### config.mk
export PLATFORM = sky130hd
export DESIGN_NAME = keypad_scanner_db
export DESIGN_NICKNAME = d
export VERILOG_FILES = /design/src/rtl/keypad_scanner_db.sv
export SDC_FILE = /design/constraint.sdc
export NUM_CORES = 1
export LEC_CHECK = 0
export CAP_MARGIN = 20
export CORE_ASPECT_RATIO = 1.25
export CORE_MARGIN = 2
export CORE_UTILIZATION = 50
export CTS_CLUSTER_SIZE = 12
export DETAILED_ROUTE_END_ITERATION = 8
export PLACE_DENSITY = 0.69
export SYNTH_ARGS = -nofsm -noshare
export SYNTH_HDL_FRONTEND = slang
export SYNTH_SLANG_ARGS = --single-unit
### constraint.sdc
create_clock -name clk -period 3 [get_ports clk]
set_clock_uncertainty 0.2 [all_clocks]
set_input_delay 0.6 -clock clk [delete_from_list [all_inputs] [get_ports clk]]
set_output_delay 0.6 -clock clk [all_outputs]
set_load 0.1 [all_outputs]
### src/rtl/keypad_scanner_db.sv
// Matrix-keypad scanner: walks active-low columns, samples synchronised rows once per
// column, classifies each full frame and debounces it into a key index with press/release strobes.
module keypad_scanner_db #(
   parameter int NROWS        = 4,
   parameter int NCOLS        = 4,
   parameter int DWELL_CYC    = 50000,
   parameter int SETTLE_CYC   = 8,
   parameter int DEBOUNCE_FRM = 4
) (
   input  logic                           clk,
   input  logic                           rst_n,
   input  logic [NROWS-1:0]               row_n,
   output logic [NCOLS-1:0]               col_n,
   output logic [$clog2(NROWS*NCOLS)-1:0] key_idx,
   output logic                           key_held,
   output logic                           key_press,
   output logic                           key_release
);
   localparam int KEYS = NROWS * NCOLS;
   localparam int KW   = $clog2(KEYS);
   localparam int DW   = $clog2(DWELL_CYC);
   localparam int CW   = (NCOLS > 1) ? $clog2(NCOLS) : 1;
   localparam int NW   = $clog2(DEBOUNCE_FRM + 1);

   localparam logic [DW-1:0] DWELL_LAST = DW'(DWELL_CYC - 1);
   localparam logic [DW-1:0] SETTLE_AT  = DW'(SETTLE_CYC);
   localparam logic [CW-1:0] COL_LAST   = CW'(NCOLS - 1);
   localparam logic [NW-1:0] CNT_MAX    = NW'(DEBOUNCE_FRM);

   logic [NROWS-1:0] row_s1_q, row_s2_q;
   logic [NCOLS-1:0] col_n_q, col_n_d;
   logic [CW-1:0]    col_q, col_d;
   logic [DW-1:0]    dwell_q, dwell_d;
   logic [KEYS-1:0]  frame_q, frame_d;
   logic             prev_hit_q, prev_hit_d;
   logic [KW-1:0]    prev_key_q, prev_key_d;
   logic [NW-1:0]    cnt_q, cnt_d;
   logic [KW-1:0]    key_idx_q, key_idx_d;
   logic             held_q, held_d;
   logic             press_q, press_d;
   logic             release_q, release_d;

   logic             hit_any, hit_multi;
   logic [KW-1:0]    cand;
   logic             scanning, frame_end, same, accept;
   logic [NW-1:0]    cnt_nxt;

   // Frame bit r*NCOLS+c is set when that key was seen closed; classify NONE/SINGLE/MULTI.
   always_comb begin
      hit_any   = 1'b0;
      hit_multi = 1'b0;
      cand      = '0;
      for (int i = 0; i < KEYS; i++) begin
         if (frame_q[i]) begin
            if (hit_any) hit_multi = 1'b1;
            hit_any = 1'b1;
            cand    = KW'(i);
         end
      end
   end

   always_comb begin
      scanning   = ~&col_n_q;
      col_d      = col_q;
      dwell_d    = dwell_q;
      frame_d    = frame_q;
      prev_hit_d = prev_hit_q;
      prev_key_d = prev_key_q;
      cnt_d      = cnt_q;
      key_idx_d  = key_idx_q;
      held_d     = held_q;
      press_d    = 1'b0;
      release_d  = 1'b0;
      frame_end  = 1'b0;
      same       = 1'b0;
      accept     = 1'b0;
      cnt_nxt    = cnt_q;

      if (scanning) begin
         if (dwell_q == SETTLE_AT) begin
            for (int r = 0; r < NROWS; r++) begin
               for (int c = 0; c < NCOLS; c++) begin
                  if (col_q == CW'(c)) frame_d[r*NCOLS + c] = ~row_s2_q[r];
               end
            end
         end
         if (dwell_q == DWELL_LAST) begin
            dwell_d   = '0;
            frame_end = (col_q == COL_LAST);
            col_d     = frame_end ? '0 : col_q + 1'b1;
         end else begin
            dwell_d = dwell_q + 1'b1;
         end
      end

      // Ghosted (MULTI) frames are ignored entirely: history and counter stay put.
      if (frame_end && !hit_multi) begin
         same       = (hit_any == prev_hit_q) && (cand == prev_key_q);
         cnt_nxt    = !same ? NW'(1) : (cnt_q == CNT_MAX) ? cnt_q : cnt_q + 1'b1;
         accept     = (cnt_nxt == CNT_MAX) && !(same && (cnt_q == CNT_MAX));
         cnt_d      = cnt_nxt;
         prev_hit_d = hit_any;
         prev_key_d = cand;
         if (accept) begin
            if (hit_any) begin
               if (!held_q || (key_idx_q != cand)) begin
                  key_idx_d = cand;
                  held_d    = 1'b1;
                  press_d   = 1'b1;
               end
            end else if (held_q) begin
               held_d    = 1'b0;
               release_d = 1'b1;
            end
         end
      end
   end

   always_comb begin
      for (int c = 0; c < NCOLS; c++) col_n_d[c] = (col_d != CW'(c));
   end

   always_ff @(posedge clk or negedge rst_n) begin
      if (!rst_n) begin
         row_s1_q   <= '1;
         row_s2_q   <= '1;
         col_n_q    <= '1;
         col_q      <= '0;
         dwell_q    <= '0;
         frame_q    <= '0;
         prev_hit_q <= 1'b0;
         prev_key_q <= '0;
         cnt_q      <= '0;
         key_idx_q  <= '0;
         held_q     <= 1'b0;
         press_q    <= 1'b0;
         release_q  <= 1'b0;
      end else begin
         row_s1_q   <= row_n;
         row_s2_q   <= row_s1_q;
         col_n_q    <= col_n_d;
         col_q      <= col_d;
         dwell_q    <= dwell_d;
         frame_q    <= frame_d;
         prev_hit_q <= prev_hit_d;
         prev_key_q <= prev_key_d;
         cnt_q      <= cnt_d;
         key_idx_q  <= key_idx_d;
         held_q     <= held_d;
         press_q    <= press_d;
         release_q  <= release_d;
      end
   end

   assign col_n       = col_n_q;
   assign key_idx     = key_idx_q;
   assign key_held    = held_q;
   assign key_press   = press_q;
   assign key_release = release_q;

endmodule

==> metrics.txt, run 1 <==
# TYPE chip_impl_metric gauge
chip_impl_metric{name="core",unit="mm²"} 0.00609
chip_impl_metric{name="syn_to_final_growth",unit="%"} 16.2
chip_impl_metric{name="finish.net_count",unit=""} 347
chip_impl_metric{name="timing.critical_path.depth",unit=""} 8
chip_impl_info{name="critPathSlowestCell",value="sky130_fd_sc_hd__or4_4"} 1
chip_impl_info{name="synth.area.top_cells",value="sky130_fd_sc_hd__dfrtp_1 (40%), sky130_fd_sc_hd__dfstp_2 (10%), sky130_fd_sc_hd__mux2i_1 (3.9%), sky130_fd_sc_hd__nand2_1 (3.3%), sky130_fd_sc_hd__ha_1 (3.2%)"} 1
chip_impl_metric{name="htreeDepth",unit=""} 3
chip_impl_metric{name="gp_congestion",unit=""} 0.843
chip_impl_info{name="worst_path_dominant_cell_family",value="simple AND/OR/NAND/NOR gates"} 1
chip_impl_info{name="hold_path_class",value="input port to async pin"} 1
chip_impl_metric{name="num_antenna_cells",unit=""} 0
chip_impl_metric{name="placed_cells",unit=""} 407
chip_impl_info{name="crit_path_end_kind",value="flop"} 1
chip_impl_info{name="tritoncts_clock_tree",value="yes"} 1
chip_impl_metric{name="min_period_over_period",unit="%"} 95.6
chip_impl_metric{name="synth_edf_count",unit=""} 0
chip_impl_metric{name="p_seq_share",unit="%"} 49.3
chip_impl_metric{name="cts_sink_cnt",unit=""} 61
chip_impl_metric{name="sequential_cell_area",unit="mm²"} 0.00154
chip_impl_info{name="crit_type",value="flop to flop"} 1
chip_impl_metric{name="vertical_die_dimension",unit="µm"} 91.9
chip_impl_metric{name="all_layer_global_routing_usage",unit="%"} 20.3
chip_impl_metric{name="max_slew.worst_pin.slew",unit="ns"} 0.669
chip_impl_metric{name="ys_seq_area_share",unit="%"} 49.9
chip_impl_metric{name="total_switching_power",unit="mW"} 0.383
chip_impl_metric{name="syn-mean-instance-area",unit="µm²"} 10.2
chip_impl_metric{name="share_comb_of_total_power",unit="%"} 3.3
chip_impl_metric{name="cellLeakagePower",unit="nW"} 1.57
chip_impl_metric{name="clock_power_share",unit="%"} 47.4
chip_impl_metric{name="route.final.wire_length",unit="µm"} 5930
chip_impl_metric{name="synth-async-reset-ratio",unit="%"} 100
chip_impl_metric{name="synth_cell_type_count",unit=""} 56
chip_impl_metric{name="multi_input_area",unit="mm²"} 0.00145
chip_impl_metric{name="power.switching_fraction",unit="%"} 22.4
chip_impl_metric{name="globalRouteOverflowTotal",unit=""} 0
chip_impl_metric{name="fp.dieW",unit="µm"} 74.3
chip_impl_metric{name="drc",unit=""} 0
chip_impl_metric{name="num_vias",unit=""} 2326
chip_impl_metric{name="first_iter_violations",unit=""} 132
chip_impl_info{name="critical_path.startpoint_type",value="flop"} 1
chip_impl_metric{name="power_density",unit="mW/mm²"} 477
chip_impl_info{name="layout.cells.most_common_list",value="sky130_fd_sc_hd__dfrtp_1 (49), sky130_fd_sc_hd__nand2_1 (27), sky130_fd_sc_hd__nor2_1 (23)"} 1
chip_impl_metric{name="worstPathMaxFanout",unit=""} 8
chip_impl_metric{name="inserted_clock_buffers",unit=""} 9
chip_impl_metric{name="floorplan.initialDensity",unit="%"} 50.7
chip_impl_metric{name="postcts_setup_bufs",unit=""} 0
chip_impl_info{name="outcome",value="complete, no violations"} 1
chip_impl_metric{name="ys_ff_latch",unit=""} 61
chip_impl_metric{name="critPathRequiredTime",unit="ns"} 3.02
chip_impl_metric{name="power.total",unit="mW"} 1.71
chip_impl_metric{name="worst_setup_hold_path_clk_slew",unit="ns"} 0.07
chip_impl_metric{name="postSynthCellCount",unit=""} 304
chip_impl_info{name="grt_setup_unrepaired",value="false"} 1
chip_impl_metric{name="timing.final.crit_period",unit="ns"} 2.87
chip_impl_metric{name="worst_r2r_path_depth",unit=""} 8
chip_impl_metric{name="timing_hold_violations_final",unit=""} 0
chip_impl_metric{name="antenna_found_initial",unit=""} 0
chip_impl_metric{name="drv.max_cap_violation_count",unit=""} 0
chip_impl_metric{name="post-dp-hpwl",unit="µm"} 4360
chip_impl_metric{name="layoutNonFillerInstCount",unit=""} 423
chip_impl_metric{name="core.rowCount",unit=""} 32
chip_impl_info{name="dominantRegCellSynth",value="sky130_fd_sc_hd__dfrtp_1"} 1
chip_impl_metric{name="worstSkewPairLatency",unit="ns"} 0.34
chip_impl_metric{name="fillers",unit=""} 534
chip_impl_metric{name="relSlewSlack",unit="%"} 54.8
chip_impl_metric{name="mappedNetlistNets",unit=""} 318
chip_impl_metric{name="place.port_buffers",unit=""} 16
chip_impl_metric{name="timing.final.max_slew_violations",unit=""} 0
chip_impl_info{name="final_common_cell",value="sky130_fd_sc_hd__dfrtp_1"} 1
chip_impl_metric{name="routed_wire_length_per_instance",unit="µm"} 14.0
chip_impl_metric{name="p_int",unit="mW"} 1.33
chip_impl_metric{name="drtPass1Iterations",unit=""} 4
chip_impl_metric{name="max_clock_freq",unit="GHz"} 0.349
chip_impl_metric{name="max-clock-path-buffers",unit=""} 2
chip_impl_metric{name="buffers_plus_inverters_on_the_worst_setup_path",unit=""} 0
chip_impl_metric{name="grt_first_pass_wirelength",unit="µm"} 10700
chip_impl_metric{name="setup-violations-final",unit=""} 0
chip_impl_info{name="cp_cell_sequence",value="or4_4, nor3b_2, a21oi_1, o31a_1, nor3_4, nand4_2, nor2_4, mux2_1"} 1
chip_impl_metric{name="drive_gt1_share",unit="%"} 17.8
chip_impl_metric{name="ys_warn_count",unit=""} 0
chip_impl_info{name="post_synthesis_cell_type_with_the_largest_combined_area",value="sky130_fd_sc_hd__dfrtp_1"} 1
chip_impl_metric{name="detail-route-antenna-nets",unit=""} 0
chip_impl_metric{name="grt_max_degree",unit=""} 39
chip_impl_info{name="clock-root-buffer",value="sky130_fd_sc_hd__clkbuf_8"} 1
chip_impl_metric{name="die_area",unit="mm²"} 0.00682
chip_impl_metric{name="cp_data_arrival_time",unit="ns"} 2.89
chip_impl_metric{name="design.portCount",unit=""} 17
chip_impl_metric{name="share_of_the_synthesized_area_in_the_top_cell_type",unit="%"} 39.7
chip_impl_metric{name="setup_total_negative_slack",unit="ns"} 0
chip_impl_metric{name="vdd.ir_drop.worst",unit="V"} 0.000334
chip_impl_metric{name="avgViaCountPerCell",unit=""} 5.50
chip_impl_metric{name="synthesis.area",unit="mm²"} 0.00309
chip_impl_metric{name="via_count_of_the_first_global_routing_pass",unit=""} 2337
chip_impl_metric{name="critPathMaxStageDelay",unit="ns"} 0.61
==> cells in the mapped netlist, types with 5 or more instances <==
master	n
sky130_fd_sc_hd__nand3_1	13
sky130_fd_sc_hd__inv_1	20
sky130_fd_sc_hd__ha_1	8
sky130_fd_sc_hd__nand4_1	6
sky130_fd_sc_hd__a21oi_1	18
sky130_fd_sc_hd__xor2_1	7
sky130_fd_sc_hd__nor3_1	13
sky130_fd_sc_hd__dfrtp_1	49
sky130_fd_sc_hd__nand2_1	27
sky130_fd_sc_hd__a31oi_1	8
sky130_fd_sc_hd__nor2_1	23
sky130_fd_sc_hd__xnor2_1	9
sky130_fd_sc_hd__mux2i_1	12
sky130_fd_sc_hd__nor4_1	5
sky130_fd_sc_hd__o21ai_0	15
sky130_fd_sc_hd__dfstp_2	12
==> per-layer routing <==
layer	global-route usage, %	wire length [µm]
met4	9.67	159
met3	3.63	209
met5	0	0
met2	31.5	2820
met1	27.2	2740
==> registers in the layout, indices dropped and copies added (netlist names) <==
signal	count
row_s2_q	4
dwell_q	16
key_idx	4
key_release	1
prev_hit_q	1
frame_q	16
row_s1_q	4
key_press	1
cnt_q	3
col_n	4
key_held	1
prev_key_q	4
col_q	2
==> layout make-up <==
class | count | share of cell area (%)
Clock buffer | 9 | 3.45
Clock inverter | 7 | 2.79
Inverter | 20 | 2.09
Multi-Input combinational cell | 218 | 40.4
Sequential cell | 61 | 43.0
Tap cell | 85 | 2.96
Timing Repair Buffer | 23 | 5.37
==> repair_timing <==
| item | CTS | global route |
|---|---|---|
| endpoints found under the setup margin | 0 | 2 |
| gates resized for setup | 0 | 1 |
| hold buffers | 0 | 0 |
==> path summary, 6_finish.rpt <==
| check | to | startpoint | slack (ns) |
|---|---|---|---|
| max | key_idx[2] | frame_q[11] | 0.13 |
| min | prev_key_q[0] | rst_n | 0.04 |
| max reg2reg | key_idx[2] | frame_q[11] | 0.13 |
| min reg2reg | row_s2_q[2] | row_s1_q[2] | 0.16 |
| max in group asynchronous | col_n[1] | rst_n | 1.91 |
| min in group clk | row_s2_q[2] | row_s1_q[2] | 0.16 |
==> power by group through the flow <==
stage	Clock (mW)	Combinational, mW	Sequential [mW]
final	0.811	0.0558	0.843
after global routing	0.864	0.0636	0.844
after CTS	0.828	0.0572	0.843
after detailed placement	0	0.0569	0.858
after global placement	0	0.0567	0.858
after floorplan	0	0.0264	0.856
==> cell families (layout without fill, tap and decap cells) <==
group,count (synthesis),after routing,synth area share [%]
simple gates,119,119,21.2
flops,61,61,49.9
compound gates,56,56,11.4
buf+inv,25,59,3.32
mux,17,17,5.71
xor+xnor,16,16,4.54
fa+ha+maj,10,10,3.89
==> metrics by stage <==
stage	setup WS, ns	cell area (µm²)	util (%)	hold WS [ns]
4_1_cts	0.127	3580	58.9	0.0593
2_1_floorplan	0.260	3090	-	0.104
3_3_place_gp	0.237	3360	55.2	0.146
5_1_grt	0.0125	3590	58.9	0.0877
6_report	0.133	3590	58.9	0.0377
3_5_place_dp	0.146	3360	55.2	0.147
No activity file was read; power rests on OpenSTA's default activity.
==> run 2: changes to the inputs <==
--- a/config.mk
+++ b/config.mk
@@ -9,6 +9,7 @@
 export CORE_ASPECT_RATIO = 1.25
 export CORE_MARGIN = 2
 export CORE_UTILIZATION = 50
+export CTS_BUF_LIST = sky130_fd_sc_hd__clkbuf_2
 export CTS_CLUSTER_SIZE = 12
 export DETAILED_ROUTE_END_ITERATION = 8
 export PLACE_DENSITY = 0.69
==> run 2 against run 1 <==
Net effect:
- global-route usage about the same
- worst hold slack better by 0.13 ns
- sequential share of layout area rose by 0.86 points
- fmax fell by 0.42%
- clock-buffer cell count is the same
- power down 12%
- flip-flop and latch count unchanged
- sequential power barely moved
- core utilization down 1.1 points
- cell area is 1.9% lower
==> metrics.txt, run 2 (synthesized netlist as in run 1, its figures left out) <==
# TYPE chip_impl_metric gauge
chip_impl_metric{name="vertical_die_dimension",unit="µm"} 91.9
chip_impl_metric{name="setup.reg_to_reg.worst_slack",unit="ns"} 0.12
chip_impl_metric{name="vdd.ir_drop.worst",unit="V"} 0.000420
chip_impl_metric{name="finish.net_count",unit=""} 348
chip_impl_metric{name="post-dp-hpwl",unit="µm"} 4360
chip_impl_metric{name="detail-route-antenna-nets",unit=""} 0
chip_impl_info{name="crit_type",value="flop to flop"} 1
chip_impl_metric{name="cp_data_arrival_time",unit="ns"} 3.09
chip_impl_metric{name="grt_first_pass_wirelength",unit="µm"} 10700
chip_impl_metric{name="grt_max_degree",unit=""} 39
chip_impl_info{name="clock-root-buffer",value="sky130_fd_sc_hd__clkbuf_2"} 1
chip_impl_metric{name="all_layer_global_routing_usage",unit="%"} 20.3
chip_impl_info{name="hold_path.startpoint",value="row_s1_q[2]"} 1
chip_impl_info{name="tritoncts_clock_tree",value="yes"} 1
chip_impl_metric{name="relSlewSlack",unit="%"} 54.7
chip_impl_metric{name="power_density",unit="mW/mm²"} 427
chip_impl_info{name="busiest_layer",value="met2"} 1
chip_impl_metric{name="grt_util_met3",unit="%"} 3.41
chip_impl_metric{name="worst_r2r_path_depth",unit=""} 8
chip_impl_metric{name="timing.final.max_slew_violations",unit=""} 0
chip_impl_metric{name="setup_total_negative_slack",unit="ns"} 0
chip_impl_metric{name="worstPathMaxFanout",unit=""} 8
chip_impl_metric{name="post-route-worst-setup-slack",unit="ns"} 0.121
chip_impl_metric{name="die_area",unit="mm²"} 0.00682
chip_impl_metric{name="antenna_found_initial",unit=""} 0
chip_impl_metric{name="drv.max_cap_violation_count",unit=""} 0
chip_impl_info{name="layout.cells.most_common_list",value="sky130_fd_sc_hd__dfrtp_1 (48), sky130_fd_sc_hd__nand2_1 (27), sky130_fd_sc_hd__nor2_1 (23)"} 1
chip_impl_info{name="outcome",value="complete, no violations"} 1
chip_impl_metric{name="drc",unit=""} 0
chip_impl_info{name="grt_setup_unrepaired",value="false"} 1
chip_impl_info{name="r2r_start",value="frame_q[11]"} 1
chip_impl_metric{name="timing.final.crit_period",unit="ns"} 2.88
chip_impl_metric{name="max-clock-path-buffers",unit=""} 2
chip_impl_metric{name="num_vias",unit=""} 2330
chip_impl_metric{name="design.portCount",unit=""} 17
chip_impl_info{name="critical_path.startpoint_type",value="flop"} 1
chip_impl_metric{name="cellLeakagePower",unit="nW"} 1.54
chip_impl_metric{name="routed_wire_length_per_instance",unit="µm"} 13.8
chip_impl_metric{name="drtPass1Iterations",unit=""} 5
chip_impl_metric{name="critPathRequiredTime",unit="ns"} 3.21
chip_impl_metric{name="globalRouteOverflowTotal",unit=""} 0
chip_impl_metric{name="core",unit="mm²"} 0.00609
chip_impl_metric{name="hold_ws",unit="ns"} 0.168
chip_impl_metric{name="timing_hold_violations_final",unit=""} 0
chip_impl_metric{name="minimum_setup_slack_after_placement",unit="ns"} 0.146
chip_impl_metric{name="worst_setup_hold_path_clk_slew",unit="ns"} 0.19
chip_impl_metric{name="worstHoldPathCells",unit=""} 0
chip_impl_metric{name="route.final.wire_length",unit="µm"} 5850
chip_impl_info{name="crit_path_end_kind",value="flop"} 1
chip_impl_metric{name="core.rowCount",unit=""} 32
chip_impl_metric{name="htreeDepth",unit=""} 3
chip_impl_info{name="top_regs",value="dwell_q: 16 flops, frame_q: 16 flops"} 1
chip_impl_metric{name="avgViaCountPerCell",unit=""} 5.50
chip_impl_metric{name="globalRouteMet1Util",unit="%"} 26.5
chip_impl_metric{name="max_clock_freq",unit="GHz"} 0.347
chip_impl_metric{name="power.total",unit="mW"} 1.50
chip_impl_metric{name="min_period_over_period",unit="%"} 96.0
chip_impl_metric{name="syn_to_final_growth",unit="%"} 14.0
chip_impl_metric{name="drive_gt1_share",unit="%"} 18.0
chip_impl_metric{name="cts_sink_cnt",unit=""} 61
chip_impl_metric{name="num_antenna_cells",unit=""} 0
chip_impl_metric{name="first_iter_violations",unit=""} 146
chip_impl_metric{name="setup-violations-final",unit=""} 0
chip_impl_metric{name="via_count_of_the_first_global_routing_pass",unit=""} 2374
chip_impl_metric{name="inserted_clock_buffers",unit=""} 9
chip_impl_metric{name="gp_congestion",unit=""} 0.843
chip_impl_metric{name="grt.met2_usage",unit="%"} 31.6
chip_impl_info{name="final_common_cell",value="sky130_fd_sc_hd__dfrtp_1"} 1
chip_impl_metric{name="max_slew.worst_pin.slew",unit="ns"} 0.674
chip_impl_metric{name="worstSkewPairLatency",unit="ns"} 0.50
chip_impl_metric{name="postcts_setup_bufs",unit=""} 0
chip_impl_metric{name="fp.dieW",unit="µm"} 74.3
chip_impl_metric{name="floorplan.initialDensity",unit="%"} 50.7
chip_impl_info{name="worst_r2r_endpoint",value="key_idx[2]"} 1
chip_impl_info{name="min_to",value="row_s2_q[2]"} 1
chip_impl_metric{name="place.port_buffers",unit=""} 16
chip_impl_info{name="hold_path_class",value="flop to flop"} 1
-- run 2: through the flow --
step           cells  utilization [%]  area (µm²)
2_1_floorplan    304                -        3090
3_3_place_gp     407             55.2        3360
3_5_place_dp     407             55.2        3360
4_1_cts          424             57.8        3510
5_1_grt          424             57.8        3520
6_report         424             57.8        3520
-- run 2: what timing repair did --
item / 4_1_cts / 5_1_grt
resized for setup: 0 / 2
hold buffers: 1 / 0
hold endpoints to repair: 23 / 0
endpoints found under the setup margin: 0 / 2
-- run 2: how the worst max path moves through the flow --
stage | startpoint | to | slack, ns
floorplan | frame_q[11] | key_idx[0] | 0.26
global placement | frame_q[11] | key_idx[0] | 0.24
detailed placement | frame_q[11] | key_idx[2] | 0.15
CTS | frame_q[11] | key_idx[2] | 0.13
global route | frame_q[11] | key_idx[2] | 0.01
finish | frame_q[11] | key_idx[2] | 0.12
-- run 2: area by class of cell --
cell class / count / area (µm²)
multi-input cells: 218 / 1450
inverters: 20 / 75.1
fillers: 557 / 2570
clock buffers: 9 / 45.0
flip-flops and latches: 61 / 1540
well taps: 85 / 106
repair buffers: 24 / 203
clock inverters: 7 / 100
-- run 2: report_power, final --
group / switching, mW / internal [mW] / leakage (nW)
Clock: 0.325 / 0.277 / 0.0743
Combinational: 0.0335 / 0.0233 / 0.685
Sequential: 0.00803 / 0.836 / 0.785
-- run 2: per-layer routing --
metal  wire [µm]  vias to the layer above
met2        2830                       42
met3         178                       16
li1            -                     1160
met1        2670                     1112
met4         182                        0
met5           0                        -
-- run 2: worst max-delay path, cell delays in order, from the launching register on --
cell and delay, ns:
sky130_fd_sc_hd__dfrtp_1 0.46, sky130_fd_sc_hd__or4_4 0.61, sky130_fd_sc_hd__nor3b_2 0.20, sky130_fd_sc_hd__a21oi_1 0.06, sky130_fd_sc_hd__o31a_1 0.31, sky130_fd_sc_hd__nor3_4 0.23, sky130_fd_sc_hd__nand4_2 0.17, sky130_fd_sc_hd__nor2_4 0.19
sky130_fd_sc_hd__mux2_1 0.35
